**config.mk**
```make
export PLATFORM = sky130hd
export DESIGN_NAME = pl_bram_wr
export DESIGN_NICKNAME = d
export VERILOG_FILES = /design/src/rtl/pl_bram_wr.sv
export SDC_FILE = /design/constraint.sdc
export NUM_CORES = 1
export LEC_CHECK = 0
export CAP_MARGIN = 0
export CELL_PAD_IN_SITES_DETAIL_PLACEMENT = 1
export CELL_PAD_IN_SITES_GLOBAL_PLACEMENT = 1
export CORE_ASPECT_RATIO = 1.25
export CORE_UTILIZATION = 25
export CTS_CLUSTER_DIAMETER = 60
export DETAILED_ROUTE_END_ITERATION = 16
export PLACE_DENSITY = 0.59
export SLEW_MARGIN = 20
export SYNTH_ARGS = -nofsm -noshare
export SYNTH_HDL_FRONTEND = slang
export SYNTH_SLANG_ARGS = --single-unit
```
**constraint.sdc**
```tcl
create_clock -name clk -period 3.55 [get_ports clk]
set_input_delay 0.71 -clock clk [delete_from_list [all_inputs] [get_ports clk]]
set_output_delay 0.71 -clock clk [all_outputs]
set_load 0.005 [all_outputs]
```
**src/rtl/pl_bram_wr.sv**
```systemverilog
// Writes a stream of 32-bit words into a BRAM port as one burst per rising edge of start_wr.
// The burst length is checked on acceptance, and every output is driven from a flop.
module pl_bram_wr #(
  parameter logic [31:0] MAX_LEN = 32'd8192
) (
  input  logic        clk,
  input  logic        rst,
  input  logic        start_wr,
  input  logic [31:0] start_addr,
  input  logic [31:0] wr_len,
  input  logic [31:0] s_data,
  input  logic        s_valid,
  output logic        s_ready,
  output logic        busy,
  output logic        done,
  output logic        err_len,
  output logic        ram_clk,
  output logic        ram_rst,
  output logic        ram_en,
  output logic [3:0]  ram_we,
  output logic [31:0] ram_addr,
  output logic [31:0] ram_wr_data
);

  typedef enum logic [1:0] {IDLE, WRITE, DONE} state_t;

  state_t      state_q;
  logic        d0_q, d1_q;
  logic [31:0] base_q, count_q, idx_q;
  logic        s_ready_q, busy_q, done_q, err_q, en_q;
  logic [3:0]  we_q;
  logic [31:0] addr_q, wdata_q;

  logic        pos_start, len_ok, beat, last_beat;
  logic [31:0] addr_d;

  always_comb begin
    pos_start = d0_q & ~d1_q;
    len_ok    = (wr_len != '0) && (wr_len[1:0] == 2'b00) && (wr_len <= MAX_LEN);
    beat      = s_valid & s_ready_q;
    last_beat = (idx_q == count_q - 32'd1);
    addr_d    = base_q + {idx_q[29:0], 2'b00};
  end

  always_ff @(posedge clk) begin
    if (rst) begin
      state_q   <= IDLE;
      d0_q      <= 1'b0;
      d1_q      <= 1'b0;
      base_q    <= '0;
      count_q   <= '0;
      idx_q     <= '0;
      s_ready_q <= 1'b0;
      busy_q    <= 1'b0;
      done_q    <= 1'b0;
      err_q     <= 1'b0;
      en_q      <= 1'b0;
      we_q      <= '0;
      addr_q    <= '0;
      wdata_q   <= '0;
    end else begin
      d0_q   <= start_wr;
      d1_q   <= d0_q;
      // Strobes default low; address and data hold between writes.
      en_q   <= 1'b0;
      we_q   <= '0;
      done_q <= 1'b0;
      err_q  <= 1'b0;
      case (state_q)
        IDLE: begin
          if (pos_start) begin
            if (len_ok) begin
              state_q   <= WRITE;
              base_q    <= start_addr;
              count_q   <= {2'b00, wr_len[31:2]};
              idx_q     <= '0;
              s_ready_q <= 1'b1;
              busy_q    <= 1'b1;
            end else begin
              err_q <= 1'b1;
            end
          end
        end
        WRITE: begin
          if (beat) begin
            en_q    <= 1'b1;
            we_q    <= '1;
            addr_q  <= addr_d;
            wdata_q <= s_data;
            idx_q   <= idx_q + 32'd1;
            if (last_beat) begin
              state_q   <= DONE;
              s_ready_q <= 1'b0;
              done_q    <= 1'b1;
            end
          end
        end
        DONE: begin
          state_q <= IDLE;
          busy_q  <= 1'b0;
        end
        default: begin
          state_q   <= IDLE;
          s_ready_q <= 1'b0;
          busy_q    <= 1'b0;
        end
      endcase
    end
  end

  assign s_ready     = s_ready_q;
  assign busy        = busy_q;
  assign done        = done_q;
  assign err_len     = err_q;
  assign ram_clk     = clk;
  assign ram_rst     = 1'b0;
  assign ram_en      = en_q;
  assign ram_we      = we_q;
  assign ram_addr    = addr_q;
  assign ram_wr_data = wdata_q;

endmodule

```
# Word-level counts from Yosys, hierarchy flattened
# Index checks and enable logic that the tools add are counted.
[word_totals] reg_bits=171 elab_cells=67 input_bits=100 output_inout_bits=75
[op_classes] eq_ne=7 muxes=19 n_addsub=3 order_cmp=1 reduce_logical=15 bitwise=8
[ops] operator="$mux 32" n=3
[ops] operator="$pmux 32 s2" n=1
[ops] operator="$add 32x1->32 const B" n=1
[ops] operator="$add 32x32->32" n=1
[ops] operator="$eq 32x32->1" n=1
[ops] operator="$le 32x14->1 const B" n=1
[ops] operator="$reduce_bool 32->1" n=1
[ops] operator="$sub 30x1->31 const B" n=1
[ops] operator="$mux 2" n=4
[ops] operator="$ne 2x2->1 const B" n=4
[ops] operator="$reduce_and 4->1" n=2
[ops] operator="$mux 1" n=7
[ops] operator="$not 1->1" n=6
[ops] operator="$reduce_and 3->1" n=2
[ops] operator="$reduce_or 3->1" n=2
[ops] operator="$reduce_and 5->1" n=1
[ops] operator="$logic_not 2->1" n=2
[ops] operator="$mux 4" n=1
[ops] operator="$pmux 2 s2" n=1
[ops] operator="$pmux 1 s3" n=1
[ops] operator="$and 1x1->1" n=2
[ops] operator="$eq 2x1->1 const B" n=1
[ops] operator="$eq 2x2->1 const B" n=1
[ops] operator="$logic_and 1x1->1" n=2
[ops] operator="other kinds (4)" n=4

# Depth between registers and ports, before layout
# Gate-level depths: netlist (run 1).
[depth] ltp_word=6 mapped_depth=12

==> out/results.txt, run 1 <==
Core Util, Final: 34.3%
Core Region: 0.0335 sq mm
Hold Path Origin: ram_addr[7]
Pre-Repair DR Iteration Count: 4
Post-synth EDFFs: 0
num ports: 175
dpl cells: 1639
GP Congestion: 0.787
synthesized area: 0.00851 sq mm
Syn Inst Count: 1069
crit path max fanout: 2
die area: 0.0348 sq mm
Post-synth top flop: dfxtp_1
cell mode on critical path: clkbuf_16
Reg-to-Reg End: done
first-pass GRT wire length: 43.8 mm
skew final: 10.1 ps
die width: 167 microns
post_cts resized: 0
drt wl/cell: 16.5 microns
share of layout cells above drive strength 1: 7.51%
CP Launch Type: clock port
syn avg cell area: 7.96 sq um
r2r setup slk: 430 ps
initial antenna violation count: 0
Via Count: 8026
slew margin rel.: 54.9%
Synth async-reset ratio: 0%
Initial Utilization: 25.4%
vias in the first global route: 8085
Pleak: 4.22 nW
Die Span Y: 208 microns
Final Instance Count excl. Fillers: 1674
most used routing layer: met2
Final Hold Fails: 0
Least-Margin Pin Slew: 677 ps
setup_tns: 0 ps
hold depth: 2
Seq cells post-synth: 167
status: completed
number of setup buffers added after CTS: 0
GR Layer Usage met1: 19.4%
slowest stage delay, CP: 430 ps
Layout area overhead: 35.1%
R2R depth: 10
Total GRT Usage: 16.2%
DR iter-0 viols: 247
# diodes: 0
Critical Path RT: 2840 ps
Routed Antenna Nets: 0
Hold Path Class: flip-flop to flip-flop
Crit-path slowest cell: clkdlybuf4s50_1
Final Power: 4.08 mW
final setup fails: 0
Row Count: 75
Hold Path End: ram_addr[7]
total gr overflow: 0
CTS clk-pin slew, worst paths: 60 ps
Setup CP Type: clock port to output port
DR vias/cell: 4.79
largest net degree at the start of global routing: 59
post-synthesis sequential area ratio: 39.3%
Clock Latency Late Sink: 540 ps
WL final: 27.7 mm
max_cap viols: 0
grt met3 use: 3.08%
Layout fillers: 3936
Synthesis Warnings: 0
Unique masters post-synth: 69
CP Buf/Inv Count: 3
CTS tree: done
Top delay family on crit path: buffers and inverters
multi-input logic area: 0.00484 sq mm
R2R Path Start: count_q[0]
max-slew violation count: 0
hold buffers post-CTS: 0
RSZ-0062 raised after global routing: false
fin nets: 1370
IO buf count: 173
DPL Wire Length: 20.8 mm
maximum VDD drop: 250 uV
CP Cell Sequence: clkbuf_16 -> clkbuf_16 -> clkdlybuf4s50_1
FF/Latch Area: 0.00334 sq mm
Mapped Nets: 1201
PD cells: 355 mW/mm^2
endpoint class of the critical path: output port
DR DRC count: 0
GR Util met2: 28.5%
critical path data arrival time: 2450 ps
[how the worst max path moves through the flow]
stage	startpoint	to	slack, ps	cells after the start
floorplan	wr_len[2]	idx_q[27]	730	8
global placement	wr_len[2]	idx_q[30]	90	10
detailed placement	wr_len[2]	idx_q[30]	20	10
CTS	clk	ram_clk	390	3
global route	idx_q[0]	ram_addr[30]	170	14
finish	clk	ram_clk	390	3
[state kept, by name (all words and copies together) (netlist names), 2 cells and up]
register     cells
base_q          32
count_q         30
idx_q           32
ram_addr        32
ram_wr_data     32
state_q          2
[cell type report]
| type | instances | area share, % |
|---|---|---|
| Inverter | 20 | 0.653 |
| Clock inverter | 10 | 0.827 |
| Tap cell | 423 | 4.60 |
| Sequential cell | 167 | 29.1 |
| Timing Repair Buffer | 207 | 17.7 |
| Clock buffer | 26 | 5.04 |
| Multi-Input combinational cell | 821 | 42.1 |
[cells in the mapped netlist (3+ instances only)]
| library cell | count | share of area [%] |
|---|---|---|
| nor2b_1 | 9 | 0.66 |
| nand3_1 | 22 | 1.3 |
| o21bai_1 | 4 | 0.35 |
| o41ai_1 | 3 | 0.31 |
| a211oi_1 | 13 | 1.1 |
| nand4_1 | 17 | 1.2 |
| dfxtp_1 | 167 | 39 |
| nor4b_1 | 4 | 0.41 |
| buf_1 | 4 | 0.18 |
| nor4_1 | 15 | 1.1 |
| o21ai_0 | 29 | 1.7 |
| and4_1 | 5 | 0.51 |
| a21oi_1 | 127 | 7.5 |
| ha_1 | 31 | 4.6 |
| o31a_1 | 3 | 0.31 |
| or4_1 | 5 | 0.44 |
| nand2_1 | 222 | 9.8 |
| a31oi_1 | 12 | 0.88 |
| clkbuf_1 | 48 | 2.1 |
| o21a_1 | 9 | 0.79 |
| xor2_1 | 29 | 3.0 |
| inv_1 | 20 | 0.88 |
| nor3_1 | 18 | 1.1 |
| a21o_1 | 15 | 1.3 |
| or3_1 | 7 | 0.51 |
| o31ai_1 | 3 | 0.26 |
| mux2_2 | 4 | 0.53 |
| o211ai_1 | 5 | 0.44 |
| nor2_1 | 79 | 3.5 |
| buf_4 | 6 | 0.53 |
| mux2i_1 | 6 | 0.71 |
| xnor2_1 | 53 | 5.5 |
| and3_1 | 27 | 2.0 |
[power breakdown]
group | switching (mW) | internal [mW]
sequential | 0.000542 | 1.87
combinational | 0.0587 | 0.105
clock | 0.821 | 1.22
total | 0.881 | 3.20
[placed cells by master, fill, tap and decap left out, types with 6 or more instances in the layout]
cell and count:
xor2_1 29, dfxtp_1 167, xnor2_1 53, a21o_1 15, mux2i_1 6, nor4_1 15
nand2_1 222, nor3_1 18, nand4_1 17, ha_1 31, nor2b_1 9, o21a_1 9
and3_1 27, inv_1 20, nor2_1 78, or3_1 7, o21ai_0 29, a211oi_1 13
buf_4 32, a31oi_1 12, clkdlybuf4s50_1 172, clkbuf_16 20, a21oi_1 127, nand3_1 22
[worst min-delay path: stages (launching register included)]
cell	delay, ps
dfxtp_1	310
nand2_1	50
a21oi_1	50
[per-layer routing]
layer,vias to the layer above,share of wire (%)
li1,4049,-
met2,145,50
met3,31,3.1
met1,3801,45
met4,0,2.2
met5,-,0
[through the flow]
step / instance area (sq um) / hold slack, ps / setup WS [ps]
after floorplan: 8510 / 428 / 726
after global placement: 10800 / 441 / 87.4
after detailed placement: 10800 / 448 / 22.1
after global routing: 11500 / 472 / 174
after CTS: 11500 / 457 / 389
final: 11500 / 453 / 394
[logic make-up (layout without fill, tap and decap cells)]
kind of cell	Yosys count	after routing	share of synthesized area (%)
other	1	1	0.0441
AO/OA/AOI/OAI	243	243	17.3
XOR/XNOR	82	82	8.44
AND/OR/NAND/NOR	453	453	24.9
adder cells (fa/ha/maj)	32	32	4.79
flip-flops	167	167	39.3
buffers and inverters	81	263	3.95
multiplexers	10	10	1.23
No activity file was read; power rests on OpenSTA's default activity.
==> run 2, diff against run 1 <==
--- a/config.mk
+++ b/config.mk
@@ -12,7 +12,7 @@
 export CORE_UTILIZATION = 25
 export CTS_CLUSTER_DIAMETER = 60
 export DETAILED_ROUTE_END_ITERATION = 16
-export PLACE_DENSITY = 0.59
+export PLACE_DENSITY = 0.64
 export SLEW_MARGIN = 20
 export SYNTH_ARGS = -nofsm -noshare
 export SYNTH_HDL_FRONTEND = slang
==> out/results.txt, run 2 (same netlist as run 1, synthesis figures left out) <==
status: completed
RSZ-0062 raised after global routing: false
fin nets: 1367 (-0.22%)
Top delay family on crit path: buffers and inverters
Layout fillers: 3965 (+0.74%)
DR vias/cell: 4.81 (+0.38%)
Initial Utilization: 25.4% (unchanged)
achievable frequency: 319 MHz
Core Region: 0.0335 sq mm (unchanged)
Hold Path Class: flip-flop to flip-flop
endpoint class of the critical path: output port
Finished Cell Area: 0.0114 sq mm (-0.55%)
cell mode on critical path: clkbuf_16
critical path data arrival time: 2450 ps (about the same)
Critical Path RT: 2840 ps (about the same)
GP Congestion: 0.819 (+4.1%)
first-pass GRT wire length: 43.7 mm (-0.24%)
GR Util met2: 27.8% (-0.78 points)
CP Cell Sequence: clkbuf_16 -> clkbuf_16 -> clkdlybuf4s50_1
grt met3 use: 2.93% (-0.15 points)
total gr overflow: 0 (unchanged)
share of layout cells above drive strength 1: 7.06% (-0.46 points)
Die Span Y: 208 microns (unchanged)
most frequent cells in the layout: 222 x nand2_1, 172 x clkdlybuf4s50_1, 167 x dfxtp_1
DPL Wire Length: 20.4 mm (-2.0%)
Via Count: 8037 (+0.14%)
WL final: 26.9 mm (-2.6%)
Clock Latency Late Sink: 550 ps (about the same)
Least-Margin Pin Slew: 659 ps (-18.0 ps)
r2r setup slk: 410 ps (-20 ps)
Pleak: 4.19 nW (-0.62%)
max-slew violation count: 0 (unchanged)
hold buffers post-CTS: 0 (unchanged)
dpl cells: 1636 (-0.18%)
skew final: 13.0 ps (+2.87 ps)
maximum VDD drop: 302 uV (+20%)
CTS clk-pin slew, worst paths: 60 ps (about the same)
initial antenna violation count: 0 (unchanged)
DR iter-0 viols: 364 (+47%)
vias in the first global route: 8324 (+3.0%)
slowest stage delay, CP: 430 ps (about the same)
die area: 0.0348 sq mm (unchanged)
commonest non-fill, non-tap cell in the layout: nand2_1
IO buf count: 173 (unchanged)
Final Instance Count excl. Fillers: 1670 (-0.24%)
setup_tns: 0 ps (unchanged)
DR DRC count: 0 (unchanged)
max_cap viols: 0 (unchanged)
die width: 167 microns (unchanged)
CP Buf/Inv Count: 3 (unchanged)
Setup CP Type: clock port to output port
CP Launch Type: clock port
dpl cell area: 0.0108 sq mm (-0.21%)
slew margin rel.: 56.1% (+1.2 points)
Crit-path slowest cell: clkdlybuf4s50_1
GR Layer Usage met1: 19.2% (-0.19 points)
crit path max fanout: 2 (unchanged)
number of setup buffers added after CTS: 0 (unchanged)
Row Count: 75 (unchanged)
PD cells: 350 mW/mm^2 (-1.4%)
largest net degree at the start of global routing: 71 (+20%)
Tmin final: 3160 ps
final setup fails: 0 (unchanged)
Routed Antenna Nets: 0 (unchanged)
CTS tree: done
post_cts resized: 0 (unchanged)
Pre-Repair DR Iteration Count: 7 (+3)
Final Hold Fails: 0 (unchanged)
Total GRT Usage: 15.9% (-0.24 points)
fin crit share: 89.0%
drt wl/cell: 16.1 microns (-2.4%)
most used routing layer: met2
# diodes: 0 (unchanged)
Layout area overhead: 34.3%
num ports: 175 (unchanged)
-- run 2: through the flow --
step                      power (mW)  hold slack (ps)  setup slack (ps)  utilization, %
after floorplan                 1.97              428               726               -
after global placement          2.11              441              37.7            32.3
after detailed placement        2.11              448              12.3            32.3
after CTS                       4.07              457               365            34.1
after global routing            4.15              481               119            34.1
final                           4.00              455               391            34.1
-- run 2: worst register-to-register path, cell delays in order (launching register included) --
cell and delay, ps:
dfxtp_1 380, inv_1 80, ha_1 230, or3b_2 510
nor3_1 200, xnor2_1 130, nor4_1 240, nand4_1 190
a211oi_1 280, nand4_1 220, o41ai_1 400, a211oi_1 130
-- run 2: final timing paths --
check	from	end	cells after the start
min	ram_wr_data[12]	ram_wr_data[12]	2
min reg2reg	ram_wr_data[12]	ram_wr_data[12]	2
max reg2reg	count_q[0]	state_q[0]	11
max	clk	ram_clk	3
-- run 2: per-layer routing --
| layer | wire length [microns] | vias up |
|---|---|---|
| met4 | 630 | 0 |
| met3 | 1090 | 37 |
| met1 | 12000 | 3789 |
| met2 | 13300 | 170 |
| met5 | 0 | - |
| li1 | - | 4041 |
-- run 2: power by group --
group / total, mW / switching, mW / leakage, nW / internal (mW)
Combinational: 0.163 / 0.0581 / 2.55 / 0.105
Sequential: 1.88 / 0.000701 / 1.34 / 1.87
Clock: 1.96 / 0.820 / 0.299 / 1.14
Total: 4.00 / 0.879 / 4.19 / 3.12
-- run 2: layout make-up --
type / count / area (sq um) / area share [%]
clock buffers: 24 / 532 / 4.65
repair buffers: 204 / 2010 / 17.6
flip-flops and latches: 167 / 3340 / 29.2
well taps: 423 / 529 / 4.63
multi-input cells: 821 / 4840 / 42.4
clock inverters: 11 / 101 / 0.886
inverters: 20 / 75.1 / 0.657
==> run 3, diff against run 2 <==
--- a/config.mk
+++ b/config.mk
@@ -9,10 +9,13 @@
 export CELL_PAD_IN_SITES_DETAIL_PLACEMENT = 1
 export CELL_PAD_IN_SITES_GLOBAL_PLACEMENT = 1
 export CORE_ASPECT_RATIO = 1.25
+export CORE_MARGIN = 4
 export CORE_UTILIZATION = 25
 export CTS_CLUSTER_DIAMETER = 60
+export CTS_CLUSTER_SIZE = 16
 export DETAILED_ROUTE_END_ITERATION = 16
 export PLACE_DENSITY = 0.64
+export REMOVE_ABC_BUFFERS = 1
 export SLEW_MARGIN = 20
 export SYNTH_ARGS = -nofsm -noshare
 export SYNTH_HDL_FRONTEND = slang
==> out/results.txt, run 3 (same netlist as run 1, synthesis figures left out) <==
status: completed
die width: 173 microns (+3.6%)
DR vias/cell: 4.83 (+0.30%)
first-pass GRT wire length: 43.6 mm (-0.30%)
Fin Hold WS: 449 ps (-5.89 ps)
drt wl/cell: 16.1 microns (-0.37%)
Row Count: 75 (unchanged)
die area: 0.0371 sq mm (+6.6%)
Initial Utilization: 25.3% (-0.071 points)
# diodes: 0 (unchanged)
final setup fails: 0 (unchanged)
Routed Antenna Nets: 0 (unchanged)
Setup CP Type: flip-flop to flip-flop
IO buf count: 173 (unchanged)
CP Launch Type: flip-flop
Pre-Repair DR Iteration Count: 4 (-3)
GP Congestion: 0.834 (+1.8%)
crit path max fanout: 8 (+6)
Tmin final: 3230 ps (+67.1 ps)
largest net degree at the start of global routing: 59 (-17%)
critical path data arrival time: 3630 ps (+1180 ps)
Least-Margin Pin Slew: 843 ps (+185 ps)
Clock Latency Late Sink: 550 ps (about the same)
CTS tree: done
Core Util, Final: 34.3% (+0.20 points)
dpl cell area: 0.0108 sq mm (+0.23%)
max_cap viols: 0 (unchanged)
WL final: 26.8 mm (-0.43%)
achievable frequency: 310 MHz (-2.8%)
Pleak: 4.23 nW (+0.93%)
Post-Place Worst Slack: -152 ps (-164 ps)
most frequent cells in the layout: 222 x nand2_1, 172 x clkdlybuf4s50_1, 167 x dfxtp_1
Final Hold Fails: 0 (unchanged)
Finished Cell Area: 0.0115 sq mm (+0.86%)
Total GRT Usage: 14.3% (-1.6 points)
DR DRC count: 0 (unchanged)
skew final: 13.3 ps (+0.330 ps)
worst setup margin: 324 ps (-67.1 ps)
PD cells: 365 mW/mm^2 (+4.4%)
Hold Path Class: flip-flop to flip-flop
CTS clk-pin slew, worst paths: 70 ps (about the same)
fin crit share: 90.9% (+1.9 points)
DPL Wire Length: 20.2 mm (-1.0%)
slew margin rel.: 43.5% (-13 points)
commonest non-fill, non-tap cell in the layout: nand2_1
Via Count: 8056 (+0.24%)
share of layout cells above drive strength 1: 7.22% (+0.17 points)
number of setup buffers added after CTS: 0 (unchanged)
initial antenna violation count: 0 (unchanged)
total gr overflow: 0 (unchanged)
endpoint class of the critical path: flip-flop
Core Region: 0.0336 sq mm (+0.28%)
Layout fillers: 3973 (+0.20%)
num ports: 175 (unchanged)
max-slew violation count: 0 (unchanged)
fin nets: 1367 (unchanged)
vias in the first global route: 8124 (-2.4%)
maximum VDD drop: 312 uV (+3.4%)
Die Span Y: 214 microns (+2.9%)
Layout area overhead: 35.5%
RSZ-0062 raised after global routing: false
Critical Path RT: 3960 ps (+1120 ps)
DR iter-0 viols: 359 (-1.4%)
Final Power: 4.21 mW (+5.3%)
[run 3: changes by cell type in the layout (fill, tap and decap cells not counted), sizes merged]
cell / previous run / this run
clkbuf: 23 / 21
clkinv: 5 / 3
bufinv: 1 / 4
[run 3: final timing paths]
kind | to | slack [ps] | start | cells after the start
max | state_q[0] | 320 | count_q[1] | 11
max reg2reg | state_q[0] | 320 | count_q[1] | 11
min reg2reg | ram_addr[8] | 450 | ram_addr[8] | 2
min | ram_addr[8] | 450 | ram_addr[8] | 2
[run 3: what timing repair did]
item                       CTS  global route
gates resized for setup      0             1
setup endpoints to repair    0             1
hold buffers                 0             0
[run 3: per-stage QoR]
stage          cells  setup TNS [ps]
5_1_grt         1669               0
6_report        1669               0
4_1_cts         1669               0
3_5_place_dp    1636            -655
3_3_place_gp    1636            -310
2_1_floorplan   1008         -116040
[run 3: critical path: stages, from the launching register on]
cell      delay [ps]
dfxtp_1          360
inv_1             70
ha_1             230
nor3b_4          400
nand4_1          240
or4_1            530
mux2_2           260
mux2i_1           70
o22ai_1          230
o211ai_2         170
o41ai_1          380
a211oi_1         130
[run 3: where the power goes]
group          switching, mW  leakage (nW)  internal, mW  total, mW
Clock                  0.827         0.331          1.35       2.18
Combinational         0.0557          2.56         0.104      0.160
Sequential          0.000364          1.34          1.87       1.87
[run 3: layout make-up]
type | count | area (sq um) | area share (%)
Multi-Input combinational cell | 821 | 4850 | 42.0
Tap cell | 423 | 529 | 4.59
Clock inverter | 12 | 178 | 1.54
Sequential cell | 167 | 3340 | 29.0
Inverter | 20 | 75.1 | 0.651
Timing Repair Buffer | 204 | 2030 | 17.6
Clock buffer | 22 | 524 | 4.55
[run 3: per-layer routing]
metal / GRT usage [%] / routed length [microns] / vias to the layer above
li1: - / - / 4038
met3: 2.31 / 797 / 27
met4: 4.82 / 532 / 0
met5: 0 / 0 / -
met2: 25.6 / 13600 / 141
met1: 17.5 / 11900 / 3850
